===== config.mk =====
export PLATFORM = sky130hd
export DESIGN_NAME = nts_rx_header_parser
export DESIGN_NICKNAME = d
export VERILOG_FILES = /design/src/rtl/nts_rx_pkg.sv /design/src/rtl/nts_rx_header_parser.sv
export SDC_FILE = /design/constraint.sdc
export NUM_CORES = 1
export LEC_CHECK = 0
export ABC_AREA = 1
export BUFFER_PORTS_ARGS = -buffer_cell sky130_fd_sc_hd__buf_4
export CORE_MARGIN = 2
export CORE_UTILIZATION = 55
export CTS_BUF_LIST = sky130_fd_sc_hd__clkbuf_4 sky130_fd_sc_hd__clkbuf_8
export CTS_CLUSTER_DIAMETER = 80
export DETAILED_ROUTE_END_ITERATION = 10
export PLACE_DENSITY = 0.81
export SYNTH_ARGS = -nofsm -noshare
export SYNTH_HDL_FRONTEND = slang
export SYNTH_SLANG_ARGS = --single-unit

===== constraint.sdc =====
create_clock -name i_clk -period 6.6 [get_ports i_clk]
set_clock_uncertainty 0.1 [all_clocks]
set_input_delay 0.66 -clock i_clk [delete_from_list [all_inputs] [get_ports i_clk]]
set_output_delay 0.66 -clock i_clk [all_outputs]
set_load 0.1 [all_outputs]

===== src/rtl/nts_rx_pkg.sv =====
// Shared constants for the NTS RX header parser: protocol values, wordsize
// encodings, reject-reason codes, fixed header offsets and FSM states.
package nts_rx_pkg;

  localparam logic [15:0] ETHERTYPE_IPV4 = 16'h0800;
  localparam logic [3:0]  IP_VERSION_4   = 4'd4;
  localparam logic [3:0]  IHL_MIN        = 4'd5;
  localparam logic [7:0]  IP_PROTO_UDP   = 8'd17;

  localparam int OFF_ETHERTYPE = 12;
  localparam int OFF_VER_IHL   = 14;
  localparam int OFF_PROTO     = 23;
  localparam int OFF_IP_HDR    = 14;
  localparam int OFF_UDP_LEN   = 4;
  localparam int OFF_NTP_HDR   = 8;
  localparam int FIELD_LAST    = 5;

  typedef enum logic [2:0] {
    WS_8  = 3'd0,
    WS_16 = 3'd1,
    WS_32 = 3'd2,
    WS_64 = 3'd3
  } wordsize_t;

  typedef enum logic [3:0] {
    REASON_NONE      = 4'd0,
    REASON_ETHERTYPE = 4'd1,
    REASON_VERSION   = 4'd2,
    REASON_IHL       = 4'd3,
    REASON_PROTO     = 4'd4,
    REASON_PORT      = 4'd5,
    REASON_UDP_LEN   = 4'd6,
    REASON_TRUNCATED = 4'd7,
    REASON_TIMEOUT   = 4'd8
  } reason_t;

  typedef enum logic [2:0] {
    ST_IDLE  = 3'd0,
    ST_ISSUE = 3'd1,
    ST_WAIT  = 3'd2,
    ST_CHECK = 3'd3,
    ST_DONE  = 3'd4,
    ST_DRAIN = 3'd5
  } state_t;

  function automatic logic [3:0] ws_bytes(input wordsize_t ws);
    return 4'd1 << ws;
  endfunction

endpackage


===== src/rtl/nts_rx_header_parser.sv =====
// Walks the Ethernet/IPv4/UDP headers of a buffered frame with one sized read
// at a time, extracts the fields the NTS engine needs and classifies the frame.
module nts_rx_header_parser
  import nts_rx_pkg::*;
#(
  parameter int ADDR_WIDTH  = 10,
  parameter int NTP_PORT    = 123,
  parameter int MIN_UDP_LEN = 56,
  parameter int TIMEOUT     = 64
) (
  input  logic                  i_clk,
  input  logic                  i_areset,
  input  logic                  i_start,
  input  logic                  i_clear,
  input  logic [ADDR_WIDTH+2:0] i_packet_bytes,
  output logic [ADDR_WIDTH+2:0] o_access_port_addr,
  output logic [2:0]            o_access_port_wordsize,
  output logic                  o_access_port_rd_en,
  input  logic                  i_access_port_wait,
  input  logic                  i_access_port_rd_dv,
  input  logic [63:0]           i_access_port_rd_data,
  output logic                  o_busy,
  output logic                  o_done,
  output logic                  o_accept,
  output logic [3:0]            o_reject_reason,
  output logic [5:0]            o_ip_hdr_bytes,
  output logic [15:0]           o_udp_src_port,
  output logic [15:0]           o_udp_len,
  output logic [63:0]           o_ntp_hdr0
);

  localparam int BA_W  = ADDR_WIDTH + 3;
  localparam int CNT_W = $clog2(TIMEOUT + 1);

  state_t          state, state_next;
  logic [2:0]      idx;
  logic [BA_W-1:0] packet_bytes;
  logic [CNT_W-1:0] tmo_cnt;
  logic [63:0]     rd_data_q;
  logic [BA_W-1:0] udp_base;
  logic [BA_W-1:0] field_addr;
  wordsize_t       field_ws;
  logic            truncated;
  logic            timed_out;
  logic            last_field;
  reason_t         check_reason;
  logic            start_ok;

  assign udp_base   = BA_W'(OFF_IP_HDR) + BA_W'(o_ip_hdr_bytes);
  assign timed_out  = (tmo_cnt == CNT_W'(TIMEOUT - 1));
  assign last_field = (idx == 3'(FIELD_LAST));
  assign start_ok   = (state == ST_IDLE) && i_start && !i_clear;

  always_comb begin
    field_addr = BA_W'(OFF_ETHERTYPE);
    field_ws   = WS_16;
    case (idx)
      3'd0: begin field_addr = BA_W'(OFF_ETHERTYPE); field_ws = WS_16; end
      3'd1: begin field_addr = BA_W'(OFF_VER_IHL);   field_ws = WS_8;  end
      3'd2: begin field_addr = BA_W'(OFF_PROTO);     field_ws = WS_8;  end
      3'd3: begin field_addr = udp_base;             field_ws = WS_32; end
      3'd4: begin field_addr = udp_base + BA_W'(OFF_UDP_LEN); field_ws = WS_16; end
      default: begin field_addr = udp_base + BA_W'(OFF_NTP_HDR); field_ws = WS_64; end
    endcase
  end

  // One bit wider than the address so the end-of-field sum cannot wrap.
  assign truncated = ({1'b0, field_addr} + (BA_W+1)'(ws_bytes(field_ws)))
                     > {1'b0, packet_bytes};

  always_comb begin
    check_reason = REASON_NONE;
    case (idx)
      3'd0: if (rd_data_q[15:0] != ETHERTYPE_IPV4) check_reason = REASON_ETHERTYPE;
      3'd1: begin
        if (rd_data_q[7:4] != IP_VERSION_4)  check_reason = REASON_VERSION;
        else if (rd_data_q[3:0] < IHL_MIN)   check_reason = REASON_IHL;
      end
      3'd2: if (rd_data_q[7:0] != IP_PROTO_UDP) check_reason = REASON_PROTO;
      3'd3: if (rd_data_q[15:0] != 16'(NTP_PORT)) check_reason = REASON_PORT;
      3'd4: if (rd_data_q[15:0] < 16'(MIN_UDP_LEN)) check_reason = REASON_UDP_LEN;
      default: ;
    endcase
  end

  always_ff @(posedge i_clk) begin
    if (i_areset) state <= ST_IDLE;
    else          state <= state_next;
  end

  always_comb begin
    state_next = state;
    case (state)
      ST_IDLE:  if (start_ok) state_next = ST_ISSUE;
      ST_ISSUE: begin
        if (i_clear)                  state_next = ST_IDLE;
        else if (truncated)           state_next = ST_DONE;
        else if (!i_access_port_wait) state_next = ST_WAIT;
      end
      // A clear that coincides with dv or timeout has nothing left to drain.
      ST_WAIT: begin
        if (i_access_port_rd_dv)  state_next = i_clear ? ST_IDLE : ST_CHECK;
        else if (timed_out)       state_next = i_clear ? ST_IDLE : ST_DONE;
        else if (i_clear)         state_next = ST_DRAIN;
      end
      ST_CHECK: begin
        if (i_clear)                                         state_next = ST_IDLE;
        else if ((check_reason != REASON_NONE) || last_field) state_next = ST_DONE;
        else                                                 state_next = ST_ISSUE;
      end
      ST_DONE:  state_next = ST_IDLE;
      ST_DRAIN: if (i_access_port_rd_dv || timed_out) state_next = ST_IDLE;
      default:  state_next = ST_IDLE;
    endcase
  end

  always_comb begin
    o_access_port_addr     = '0;
    o_access_port_wordsize = 3'(WS_8);
    o_access_port_rd_en    = 1'b0;
    o_busy                 = 1'b0;
    o_done                 = 1'b0;
    case (state)
      ST_ISSUE: begin
        o_access_port_addr     = field_addr;
        o_access_port_wordsize = field_ws;
        o_access_port_rd_en    = !i_clear && !truncated && !i_access_port_wait;
        o_busy                 = 1'b1;
      end
      ST_WAIT, ST_DRAIN: begin
        o_access_port_addr     = field_addr;
        o_access_port_wordsize = field_ws;
        o_busy                 = 1'b1;
      end
      ST_CHECK: o_busy = 1'b1;
      ST_DONE:  o_done = !i_clear;
      default: ;
    endcase
  end

  always_ff @(posedge i_clk) begin
    if (i_areset) begin
      idx             <= '0;
      packet_bytes    <= '0;
      tmo_cnt         <= '0;
      rd_data_q       <= '0;
      o_accept        <= 1'b0;
      o_reject_reason <= REASON_NONE;
      o_ip_hdr_bytes  <= '0;
      o_udp_src_port  <= '0;
      o_udp_len       <= '0;
      o_ntp_hdr0      <= '0;
    end else begin
      if (start_ok) begin
        idx             <= '0;
        packet_bytes    <= i_packet_bytes;
        o_accept        <= 1'b0;
        o_reject_reason <= REASON_NONE;
        o_ip_hdr_bytes  <= '0;
        o_udp_src_port  <= '0;
        o_udp_len       <= '0;
        o_ntp_hdr0      <= '0;
      end

      if (o_access_port_rd_en)
        tmo_cnt <= '0;
      else if ((state == ST_WAIT) || (state == ST_DRAIN))
        tmo_cnt <= tmo_cnt + CNT_W'(1);

      if ((state == ST_WAIT) && i_access_port_rd_dv)
        rd_data_q <= i_access_port_rd_data;

      if ((state == ST_ISSUE) && !i_clear && truncated)
        o_reject_reason <= REASON_TRUNCATED;

      if ((state == ST_WAIT) && !i_clear && !i_access_port_rd_dv && timed_out)
        o_reject_reason <= REASON_TIMEOUT;

      // Fields are captured as soon as their read lands, even if the check fails.
      if ((state == ST_CHECK) && !i_clear) begin
        case (idx)
          3'd1: o_ip_hdr_bytes <= {rd_data_q[3:0], 2'b00};
          3'd3: o_udp_src_port <= rd_data_q[31:16];
          3'd4: o_udp_len      <= rd_data_q[15:0];
          3'd5: o_ntp_hdr0     <= rd_data_q;
          default: ;
        endcase
        if (check_reason != REASON_NONE) o_reject_reason <= check_reason;
        else if (last_field)             o_accept <= 1'b1;
        else                             idx <= idx + 3'd1;
      end
    end
  end

endmodule


* Word level (Yosys, flattened, before mapping) *
Index checks and enable logic that the tools add are counted.

word-level totals
  bits in registers = 197
  output and inout port bits = 126
  word-level logic and storage cells = 119

operators by class
  $add $sub $neg = 6
  magnitude comparators = 3
  equal/unequal tests = 19
  shift operators = 1
  mux-type cells = 52
  reductions and logical operators = 27

operators with widths
  cell                                                         number
  two-way mux 64 bit                                           3
  two-way mux 16 bit                                           6
  two-way mux 3 bit                                            19
  one-hot mux 8 bit (5 select lines)                           1
  one-hot mux 3 bit (5 select lines)                           2
  two-way mux 4 bit                                            5
  two-way mux 6 bit                                            3
  less-than comparator 16 x 6 -> 1 bit, second input constant  1
  inequality test 16 x 12 -> 1 bit, second input constant      1
  inequality test 16 x 7 -> 1 bit, second input constant       1
  adder 13 x 4 -> 14 bit                                       1
  > comparator 14 x 13 -> 1 bit                                1
  two-way mux 13 bit                                           1
  == test 3 x 2 -> 1 bit, second input constant                4
  == test 3 bit, second input constant                         4
  logical AND 1 bit                                            11
  adder 7 x 3 -> 8 bit, second input constant                  1
  adder 7 x 4 -> 8 bit, second input constant                  1
  two-way mux 1 bit                                            8
  inequality test 4 bit, second input constant                 2
  inequality test 8 x 5 -> 1 bit, second input constant        1
  adder 4 x 6 -> 7 bit, first input constant                   1
  adder 7 x 1 -> 7 bit, second input constant                  1
  == test 7 x 6 -> 1 bit, second input constant                1
  other kinds (16)                                             28

* Logic depth before layout (Yosys ltp) *
Gate-level depths: netlist of the first run.

  depth after elaboration = 11
  mapped depth = 31
  depth with buffers taken out = 31

* Least setup slack after synthesis of the first run *
OpenSTA, ideal clock, no wires.

  path type = register to output
  from = register o_ip_hdr_bytes[1]
  to = output o_access_port_rd_en
  arrival = 5.367 ns
  required time = 5.840 ns
  slack = 0.473 ns
  stages on the path, launching flop included = 23
  path buffers = 0
  cells stage by stage = dfxtp_1 inv_1 ha_1 xnor2_1 inv_1 ha_1 a221oi_1 nand2_1 ha_1 a21oi_1 inv_1 a31oi_1 nand3b_1 nor2_1 nand2_1 nor2_1 ha_1 nand3_1 nor2_1 nand4_1 nand2_1 nand2_1 nor2_1

on the way
  word-level cells in the longest chain between the ends = 9
  elaborated cells on any way between the ends = 10

ends and longest elaborated chain
  what                                                          line                                                    source
  start, declared                                               nts_rx_header_parser.sv:26                              output logic [5:0] o_ip_hdr_bytes,
  start signal, assigned                                        nts_rx_header_parser.sv:182                             3'd1: o_ip_hdr_bytes <= {rd_data_q[3:0], 2'b00};
  adder 4 x 6 -> 7 bit (*)                                      nts_rx_header_parser.sv:49                              assign udp_base = BA_W'(OFF_IP_HDR) + BA_W'(o_ip_hdr_bytes);
  adder 7 x 4 -> 8 bit or adder 7 x 3 -> 8 bit (tied branches)  nts_rx_header_parser.sv:63, nts_rx_header_parser.sv:62
  one-hot mux 8 bit (5 select lines) (*)                        nts_rx_header_parser.sv:57                              case (idx)
  adder 13 x 4 -> 14 bit (*)                                    nts_rx_header_parser.sv:68                              assign truncated = ({1'b0, field_addr} + (BA_W+1)'(ws_bytes(field_ws)))
  > comparator 14 x 13 -> 1 bit (*)                             nts_rx_header_parser.sv:69                              > {1'b0, packet_bytes};
  zero test 1 bit (*)                                           nts_rx_header_parser.sv:127                             o_access_port_rd_en = !i_clear && !truncated && !i_access_port_wait;
  logical AND 1 bit (*) (2 in series)                           nts_rx_header_parser.sv:127
  two-way mux 1 bit (*)                                         nts_rx_header_parser.sv:123                             case (state)
  end, declared                                                 nts_rx_header_parser.sv:18                              output logic o_access_port_rd_en,

Mark *: on every way between the ends. The rest lies on a longest branch, timed or not.

* Worst setup path after layout of the first run *
Ends and elaborated chain as after synthesis.

==> run summary, run 1 <==
Status: completed
Pins Over Slew Limit: 0
Initial Util: 55.7%
H-tree depth: 4
Syn. warnings: 0
GR Overflow Total: 0
Synth Area per Inst: 7.42 um2
Slew headroom: 34.3%
CTS clk-pin slew, worst paths: 90 ps
Die X-Extent: 128 um
Area grow syn2layout: 22.3%
TritonCTS clock tree: built
Max rail drop VDD: 0.163 mV
Seq/Total Area, Yosys: 46.9%
F_max: 184 MHz
Routed Antenna Nets: 0
Via count: 7985
Clock latency on the worst-skew pair: 460 ps
Clock power frac: 30.5%
Final std cell area, no fill: 10300 um2
Top_reg_cell synth: dfxtp_1
Die height: 128 um
Core area: 15100 um2
Internal power: 1.66 mW
Post-CTS setup buffer count: 0
RSZ-0062 raised after global routing: false
Total CTS buffers: 17
Crit-path max FO: 4
WP data arrival: 4680 ps
Number of I/O pins: 209
Final setup viols: 0
Post-synth ARST share: 0%
DRC Markers: 0
Post-Synthesis Cell Area: 8410 um2
Drt pass-1 iters: 5
Clk root buf: clkbuf_8
Net Switching: 0.749 mW
Pwr/cell area: 234 nW/um2
DR vias/cell: 5.35
WL final: 22300 um
Final net count: 1399
IO Port Bufs: 202
DP Area: 9920 um2
Distinct cells, synth: 44
Crit share post-route: 82.4%
Max-cap violation count: 0
Die area: 16300 um2
EDFF count, synth: 0
Critical path endpoint category: output pin
Antenna cells: 0
R2R cell count: 23
Commonest non-fill, non-tap cell in the layout: buf_4
Vias in the first global route: 7226
Hold_buf cts: 0
# rows: 45
Synthesized flop and latch total: 197
GRT Overall Usage: 27.2%
Sink Count: 197
Crit Path Class: reg -> out
Minimum clock period: 5440 ps
Final HPWL DP: 15100 um
Register share of total power: 51.6%
Max Buffers Root-to-Sink: 2
Setup TNS: 0 ps
Required @ worst endpoint: 5840 ps
Synth Instances: 1133
Worst setup SP type: flop
First-pass GRT wire length: 35500 um
Drt first-iter violations: 540
Pin count of the biggest net entering global routing: 98
Resize count post-CTS: 0
Final hold violation count: 0
Initial antenna violation count: 0
Hold crit path type: in -> reg
Sw frac: 31.1%
Logic pwr share: 17.9%
Static Leakage: 4.27 nW
Post-DR wirelength/cell: 15.0 um
Share of cells above drive strength 1: 20.6%
Worst Hold Depth: 3
Most frequent cells in the layout: 209 x buf_4, 197 x dfxtp_1, 192 x nand2_1
Gpl congestion: 0.898
Worst Max-Slew Pin Slew: 983 ps
[power by group through the flow]
stage	Combinational, mW	Clock [mW]	Sequential [mW]
2_1_floorplan	0.310	0	1.27
3_3_place_gp	0.425	0	1.27
3_5_place_dp	0.430	0	1.27
4_1_cts	0.432	0.747	1.24
5_1_grt	0.468	0.801	1.25
6_report	0.432	0.735	1.24
[final timing paths]
path | from | to | slack, ps
worst max-delay path | o_ip_hdr_bytes[1] | o_access_port_rd_en | 1160
worst min-delay path | i_packet_bytes[11] | packet_bytes[11] | 330
worst max register to register | o_ip_hdr_bytes[1] | tmo_cnt[2] | 2070
worst min register to register | o_udp_src_port[14] | o_udp_src_port[14] | 370
[sequential cells by signal (all words and copies together), names as in the netlist]
register and flops:
packet_bytes 13, state 3, rd_data_q 64, o_reject_reason 4
tmo_cnt 7, o_udp_src_port 16, o_udp_len 16, o_accept 1
idx 3, o_ip_hdr_bytes 6, o_ntp_hdr0 64
[routing by layer]
metal | track usage [%] | vias to the layer above | wire (um)
li1 | - | 4031 | -
met1 | 34.5 | 3649 | 9560
met2 | 44.1 | 266 | 10600
met3 | 7.72 | 39 | 1610
met4 | 11.1 | 0 | 567
met5 | 0 | - | 0
[final cells by class]
type                    instances  area, um2
clock inverters                11        101
well taps                     188        235
repair buffers                209       1570
clock buffers                  20        269
fillers                      1292       4800
inverters                      70        265
flip-flops and latches        197       3940
multi-input cells             797       3910
[cells in the mapped netlist (all sizes together) (2+ instances only)]
| master | n | area share [%] |
|---|---|---|
| dfxtp | 197 | 47 |
| nand2 | 197 | 9.0 |
| nor2 | 178 | 8.3 |
| o21ai | 177 | 11 |
| nand3 | 87 | 5.2 |
| a21oi | 76 | 4.6 |
| inv | 70 | 3.1 |
| clkbuf | 48 | 2.1 |
| buf | 26 | 1.8 |
| ha | 23 | 3.4 |
| o22ai | 9 | 0.67 |
| xor2 | 7 | 0.82 |
| xnor2 | 6 | 0.62 |
| nand4 | 5 | 0.37 |
| nor3 | 5 | 0.30 |
| o32ai | 3 | 0.31 |
| a21o | 2 | 0.18 |
| o21a | 2 | 0.18 |
| o31ai | 2 | 0.18 |
| or2 | 2 | 0.15 |
[worst max-delay path, stage by stage (launching register included)]
cell      delay [ps]
dfxtp_1          330
inv_1             80
ha_1             230
xnor2_1          210
inv_1            130
ha_1             310
a221oi_1         330
nand2_1          110
ha_1             340
a21oi_1          160
inv_1             60
a31oi_1          170
nand3b_1         180
nor2_1            60
nand2_1           80
nor2_1            50
ha_1             300
nand3_1           70
nor2_1           130
nand4_1          120
nand2_1          180
nand2_1          140
nor2_1           130
buf_4            300
[through the flow]
stage          total power, mW  setup WS, ps  util (%)  hold slack (ps)  instances
4_1_cts                   2.42          1160      68.2              301       1492
3_5_place_dp              1.70          1670      65.7              352       1461
6_report                  2.41          1160      68.2              335       1492
5_1_grt                   2.52           675      68.2              305       1492
2_1_floorplan             1.58           473         -              330       1138
3_3_place_gp              1.69          1890      65.7              344       1461
[kinds of logic (layout without fill, tap and decap cells)]
kind of cell    count (synthesis)  count (layout)  synth area share, %
flops                         197             197                 46.9
compound gates                277             277                 17.3
other cells                     1               6               0.0446
buf+inv                       144             310                 7.04
fa+ha+maj                      24              24                 3.66
xor+xnor                       13              13                 1.44
simple gates                  477             477                 23.6
Power figures use the tool's default switching activity.
==> run 2, diff against run 1 <==
--- a/config.mk
+++ b/config.mk
@@ -8,11 +8,11 @@
 export ABC_AREA = 1
 export BUFFER_PORTS_ARGS = -buffer_cell sky130_fd_sc_hd__buf_4
 export CORE_MARGIN = 2
-export CORE_UTILIZATION = 55
+export CORE_UTILIZATION = 50
 export CTS_BUF_LIST = sky130_fd_sc_hd__clkbuf_4 sky130_fd_sc_hd__clkbuf_8
 export CTS_CLUSTER_DIAMETER = 80
 export DETAILED_ROUTE_END_ITERATION = 10
-export PLACE_DENSITY = 0.81
+export PLACE_DENSITY = 0.78
 export SYNTH_ARGS = -nofsm -noshare
 export SYNTH_HDL_FRONTEND = slang
 export SYNTH_SLANG_ARGS = --single-unit
==> constraint.sdc (replaced) <==
create_clock -name i_clk -period 4.65 [get_ports i_clk]
set_clock_uncertainty 0.1 [all_clocks]
set_input_delay 0.465 -clock i_clk [delete_from_list [all_inputs] [get_ports i_clk]]
set_output_delay 0.465 -clock i_clk [all_outputs]
set_load 0.1 [all_outputs]
==> run 2 against run 1 <==
Against the previous run:
- the run now ends with negative setup slack left
- first-iteration DRC count down 16%
- clock power up 54%
- final cell count up 3.1%
- largest power group unchanged
- sequential share of layout area down 1.2 points
- highest routed layer unchanged
==> run summary, run 2 (synthesis results as in run 1) <==
Status: finished with violations
Failing checks: negative setup slack
Pins Over Slew Limit: 0 (unchanged)
Final hold violation count: 0 (unchanged)
F_max: 214 MHz
Clk root buf: clkbuf_8
RSZ-0062 raised after global routing: true
Max Buffers Root-to-Sink: 2 (unchanged)
DR vias/cell: 5.25 (-1.9%)
Clock latency on the worst-skew pair: 460 ps (about the same)
Initial Util: 50.9% (-4.8 points)
Gpl congestion: 0.925 (+3.0%)
Core area: 16500 um2 (+9.5%)
Pin count of the biggest net entering global routing: 84 (-14%)
Share of cells above drive strength 1: 23.7% (+3.1 points)
Crit share post-route: 100%
WP data arrival: 4100 ps (-580 ps)
Final HPWL DP: 15000 um (-0.27%)
TritonCTS clock tree: built
Drt first-iter violations: 453 (-16%)
Sink Count: 197 (unchanged)
Area grow syn2layout: 26.5%
Post-DR wirelength/cell: 14.8 um (-0.92%)
Required @ worst endpoint: 4090 ps (-1750 ps)
Max rail drop VDD: 0.201 mV (+24%)
Hold_buf cts: 0 (unchanged)
Static Leakage: 4.38 nW (+2.4%)
Hold slack: 140 ps (-194 ps)
Most frequent cells in the layout: 220 x buf_4, 191 x dfxtp_1, 189 x nand2_1
Die X-Extent: 134 um (+4.7%)
Initial antenna violation count: 0 (unchanged)
Top flop regs: o_ntp_hdr0 x64, rd_data_q x64
Minimum clock period: 4670 ps
Critical path, cell by cell: inv_4 > ha_4 > xnor2_2 > inv_1 > ha_1 > a221oi_2 > nand2_1 > ha_4 > a21oi_4 > inv_2 > a31oi_4 > nand3b_1 > nor2_1 > nand2_1 > nor2_1 > ha_1 > nand3_1 > nor2_1 > nand4_1 > nand2_1 > nand2_2 > nor2_4 > buf_12
Die area: 17900 um2 (+9.7%)
Max-cap violation count: 0 (unchanged)
Drt pass-1 iters: 5 (unchanged)
Vias in the first global route: 7532 (+4.2%)
CP max stage delay: 370 ps (+30 ps)
Crit path launch: o_ip_hdr_bytes[1]
Number of I/O pins: 209 (unchanged)
GRT Overall Usage: 25.3% (-1.9 points)
Buf+Inv Stages, Crit Path: 4 (unchanged)
Total CTS buffers: 17 (unchanged)
Hold path start: i_packet_bytes[11]
Final setup viols: 1 (+1)
FF-to-FF Start: o_ip_hdr_bytes[1]
IO Port Bufs: 202 (unchanged)
Die height: 134 um (+4.7%)
Delay-heaviest family, CP: simple AND/OR/NAND/NOR gates
Worst setup SP type: flop
Critical path endpoint category: output pin
FF-to-FF setup slack: 450 ps (-1620 ps)
Crit-path max FO: 4 (unchanged)
Antenna cells: 0 (unchanged)
Final Core Density: 64.4% (-3.8 points)
WL final: 22800 um (+2.1%)
Hold crit path type: in -> reg
CTS clk-pin slew, worst paths: 100 ps (about the same)
Overall power: 3.51 mW (+46%)
GR Overflow Total: 0 (unchanged)
Crit Path Class: reg -> out
Via count: 8075 (+1.1%)
Worst Max-Slew Pin Slew: 1040 ps (+54.3 ps)
Slew headroom: 30.7% (-3.6 points)
DRC Markers: 0 (unchanged)
Pwr/cell area: 330 nW/um2 (+41%)
Final WS setup: -19.1 ps (-1180 ps)
Final net count: 1412 (+0.93%)
Slowest cell on crit path: dfxtp_4
First-pass GRT wire length: 36900 um (+3.9%)
Commonest non-fill, non-tap cell in the layout: buf_4
H-tree depth: 4 (unchanged)
Routed Antenna Nets: 0 (unchanged)
# rows: 47 (+4.4%)
## run 2: worst reg2reg max path: stages (launching register included)
cell	delay, ps
dfxtp_4	370
inv_4	50
ha_4	160
xnor2_2	140
inv_1	90
ha_1	290
a221oi_2	280
nand2_1	140
ha_4	250
a21oi_4	120
inv_2	60
a31oi_4	150
nand3b_1	190
nor2_1	60
nand2_1	90
nor2_1	60
ha_1	310
nand3_1	80
nor2_1	130
nand4_1	110
nand2_1	110
nand2_2	80
buf_4	150
o21ai_1	420
nor2_1	80
## run 2: final cells by class
cell class,count,area [um2]
Clock buffer,20,275
Clock inverter,12,129
Timing Repair Buffer,222,1680
Inverter,70,268
Tap cell,220,275
Multi-Input combinational cell,797,4060
Fill cell,1451,5880
Sequential cell,197,3960
## run 2: worst paths after layout
path,to,cells after the start
setup / recovery,o_access_port_rd_en,23
hold / removal,packet_bytes[11],3
setup reg to reg,tmo_cnt[6],24
hold reg to reg,packet_bytes[9],2
## run 2: routing by layer
layer  part of all wire [%]  vias to the layer above  global-route usage, %
li1                       -                     4062                      -
met1                     44                     3693                   32.5
met2                     46                      277                   40.5
met3                    7.8                       43                   7.88
met4                    2.0                        0                   8.63
met5                      0                        -                      0
## run 2: metrics by stage
stage | instances | setup TNS, ps | cell area [um2] | worst slack (ps)
after floorplan | 1138 | 0 | 8450 | 41.0
after global placement | 1494 | 0 | 9980 | 226
after detailed placement | 1494 | 0 | 9980 | 125
after CTS | 1536 | 0 | 10500 | 9.97
after global routing | 1538 | -295 | 10600 | -295
final | 1538 | -19.1 | 10600 | -19.1
## run 2: power breakdown
group	switching [mW]	total (mW)	leakage [nW]	internal, mW
logic	0.447	0.624	2.57	0.177
clock network	0.641	1.13	0.209	0.489
registers	0.0315	1.76	1.59	1.73
## run 2: what timing repair did
action,in CTS,in global routing
pin swaps,14,12
hold endpoints to repair,0,0
gates resized for setup,19,18
endpoints found under the setup margin,1,1
setup buffers,10,2
==> run 3, diff against run 2 <==
--- a/config.mk
+++ b/config.mk
@@ -13,6 +13,7 @@
 export CTS_CLUSTER_DIAMETER = 80
 export DETAILED_ROUTE_END_ITERATION = 10
 export PLACE_DENSITY = 0.78
+export RECOVER_POWER = 50
 export SYNTH_ARGS = -nofsm -noshare
 export SYNTH_HDL_FRONTEND = slang
 export SYNTH_SLANG_ARGS = --single-unit
==> constraint.sdc (replaced) <==
create_clock -name i_clk -period 4.65 [get_ports i_clk]
set_clock_uncertainty 0.1 [all_clocks]
set_input_delay 0.93 -clock i_clk [delete_from_list [all_inputs] [get_ports i_clk]]
set_output_delay 0.93 -clock i_clk [all_outputs]
set_load 0.1 [all_outputs]
==> run 3 against run 2 <==
Against the previous run:
- the flow finishes with violations (max-capacitance violations, max-slew violations, negative setup slack)
- clock power barely moved
- first-iteration DRC count down 1.8%
- non-clock buffer count is 5 higher
- sequential power about the same
- final cell count rose by 0.33%
- die area did not move
- maximum frequency decreased by 7.5%
- wire length increased by 0.37%
- largest power group unchanged
==> run summary, run 3 (synthesis results as in run 1) <==
Status: finished with violations
Failing checks: max-capacitance violations, max-slew violations, negative setup slack
Dpl ws: -81.3 ps (-206 ps)
First-pass GRT wire length: 36400 um (-1.3%)
Pwr/cell area: 337 nW/um2 (+2.1%)
Die area: 17900 um2 (unchanged)
Clock latency on the worst-skew pair: 470 ps (about the same)
WP data arrival: 4020 ps (-80 ps)
Slew headroom: -78.5% (-110 points)
Required @ worst endpoint: 3620 ps (-470 ps)
Top flop regs: o_ntp_hdr0 x64, rd_data_q x64
Number of I/O pins: 209 (unchanged)
Final hold violation count: 0 (unchanged)
H-tree depth: 4 (unchanged)
DRC Markers: 0 (unchanged)
Buf+Inv Stages, Crit Path: 4 (unchanged)
Max rail drop VDD: 0.209 mV (+4.0%)
CTS clk-pin slew, worst paths: 110 ps (about the same)
Routed Antenna Nets: 0 (unchanged)
WL final: 22900 um (+0.37%)
GR Overflow Total: 0 (unchanged)
Antenna cells: 0 (unchanged)
Die height: 134 um (unchanged)
Crit share post-route: 109% (+8.2 points)
Final net count: 1417 (+0.35%)
Vias in the first global route: 7370 (-2.2%)
Worst setup SP type: flop
# rows: 47 (unchanged)
Initial Util: 50.9% (unchanged)
Clk root buf: clkbuf_8
Commonest non-fill, non-tap cell in the layout: dfxtp_1
Most frequent cells in the layout: 192 x dfxtp_1, 191 x nand2_1, 173 x o21ai_0
Overall power: 3.51 mW (-0.18%)
Pin count of the biggest net entering global routing: 97 (+15%)
F_max: 198 MHz (-7.5%)
Critical path, cell by cell: inv_4 > ha_4 > xnor2_4 > inv_2 > ha_4 > a221oi_4 > nand2_2 > ha_4 > a21oi_2 > inv_1 > a31oi_2 > nand3b_1 > nor2_1 > nand2_1 > nor2_1 > ha_1 > a21oi_1 > a21o_1 > nand2_1 > nand2_1 > nand2_2 > nor2_4 > buf_12
RSZ-0062 raised after global routing: true
Final HPWL DP: 15700 um (+4.2%)
Max Buffers Root-to-Sink: 2 (unchanged)
Static Leakage: 4.12 nW (-5.9%)
Gpl congestion: 0.875 (-5.5%)
Hold crit path type: reg -> reg
Minimum clock period: 5050 ps (+379 ps)
GRT Overall Usage: 25.2% (-0.075 points)
Die X-Extent: 134 um (unchanged)
DR vias/cell: 5.18 (-1.4%)
Crit-path max FO: 3 (-1)
Worst Max-Slew Pin Slew: 2680 ps (+1640 ps)
Delay-heaviest family, CP: adder cells
Share of cells above drive strength 1: 18.7% (-5.0 points)
Pins Over Slew Limit: 173 (+173)
Drt pass-1 iters: 5 (unchanged)
Drt first-iter violations: 445 (-1.8%)
Initial antenna violation count: 0 (unchanged)
TritonCTS clock tree: built
Critical path endpoint category: output pin
Post-DR wirelength/cell: 14.8 um (about the same)
Total CTS buffers: 17 (unchanged)
IO Port Bufs: 202 (unchanged)
Area grow syn2layout: 23.8%
Final WS setup: -398 ps (-379 ps)
Sink Count: 197 (unchanged)
Core area: 16500 um2 (unchanged)
FILL cells: 1507 (+3.9%)
Setup TNS: -398 ps (-379 ps)
Via count: 7989 (-1.1%)
Max-cap violation count: 2 (+2)
CP max stage delay: 380 ps (about the same)
Final setup viols: 1 (unchanged)
Slowest cell on crit path: dfxtp_4
Crit Path Class: reg -> out
run 3: cell count changes in the layout (fill, tap and decap cells not counted), sizes merged:
cell      change
clkbuf       +66
clkinvlp      +1
inv           -2
buf          -62
clkinv        +2
run 3: worst min-delay path: cells and delay by family (launching register included):
family | cells | cell delay [ps]
buffers and inverters | 1 | 60
flip-flops | 1 | 310
AO/OA/AOI/OAI | 1 | 60
run 3: power breakdown:
group          internal, mW  switching [mW]
Sequential             1.73          0.0320
Combinational         0.174           0.446
Clock                 0.466           0.661
Total                  2.37            1.14
run 3: stage by stage:
step / util, % / instances / cell area [um2] / hold slack (ps)
floorplan: - / 1138 / 8510 / 330
global placement: 61.5 / 1510 / 10200 / 350
CTS: 64.2 / 1543 / 10600 / 365
detailed placement: 61.5 / 1510 / 10200 / 349
finish: 63.0 / 1543 / 10400 / 364
global route: 63.0 / 1543 / 10400 / 371
run 3: repair_timing:
action	in CTS	in global routing
gates resized for setup	8	12
setup buffers	1	0
hold buffers	0	0
endpoints found under the setup margin	1	1
pin swaps	4	4
run 3: path summary, 6_finish.rpt:
check | from | endpoint | slack, ps | cells after the start
worst max-delay path | o_ip_hdr_bytes[2] | o_access_port_rd_en | -400 | 23
worst max register to register | o_ip_hdr_bytes[2] | tmo_cnt[2] | 640 | 23
worst min-delay path | packet_bytes[9] | packet_bytes[9] | 360 | 2
worst min register to register | packet_bytes[9] | packet_bytes[9] | 360 | 2
run 3: final cells by class:
type	count	area (um2)	area share, %
multi-input cells	797	4040	38.8
flip-flops and latches	197	3960	38.0
repair buffers	227	1470	14.1
well taps	220	275	2.64
inverters	70	269	2.58
clock buffers	19	249	2.39
clock inverters	13	159	1.53
run 3: routing by layer:
| metal | vias up | GRT usage [%] | wire [um] |
|---|---|---|---|
| li1 | 4073 | - | - |
| met1 | 3651 | 32.0 | 9930 |
| met2 | 235 | 40.6 | 10700 |
| met3 | 30 | 8.03 | 1830 |
| met4 | 0 | 8.63 | 459 |
| met5 | - | 0 | 0 |
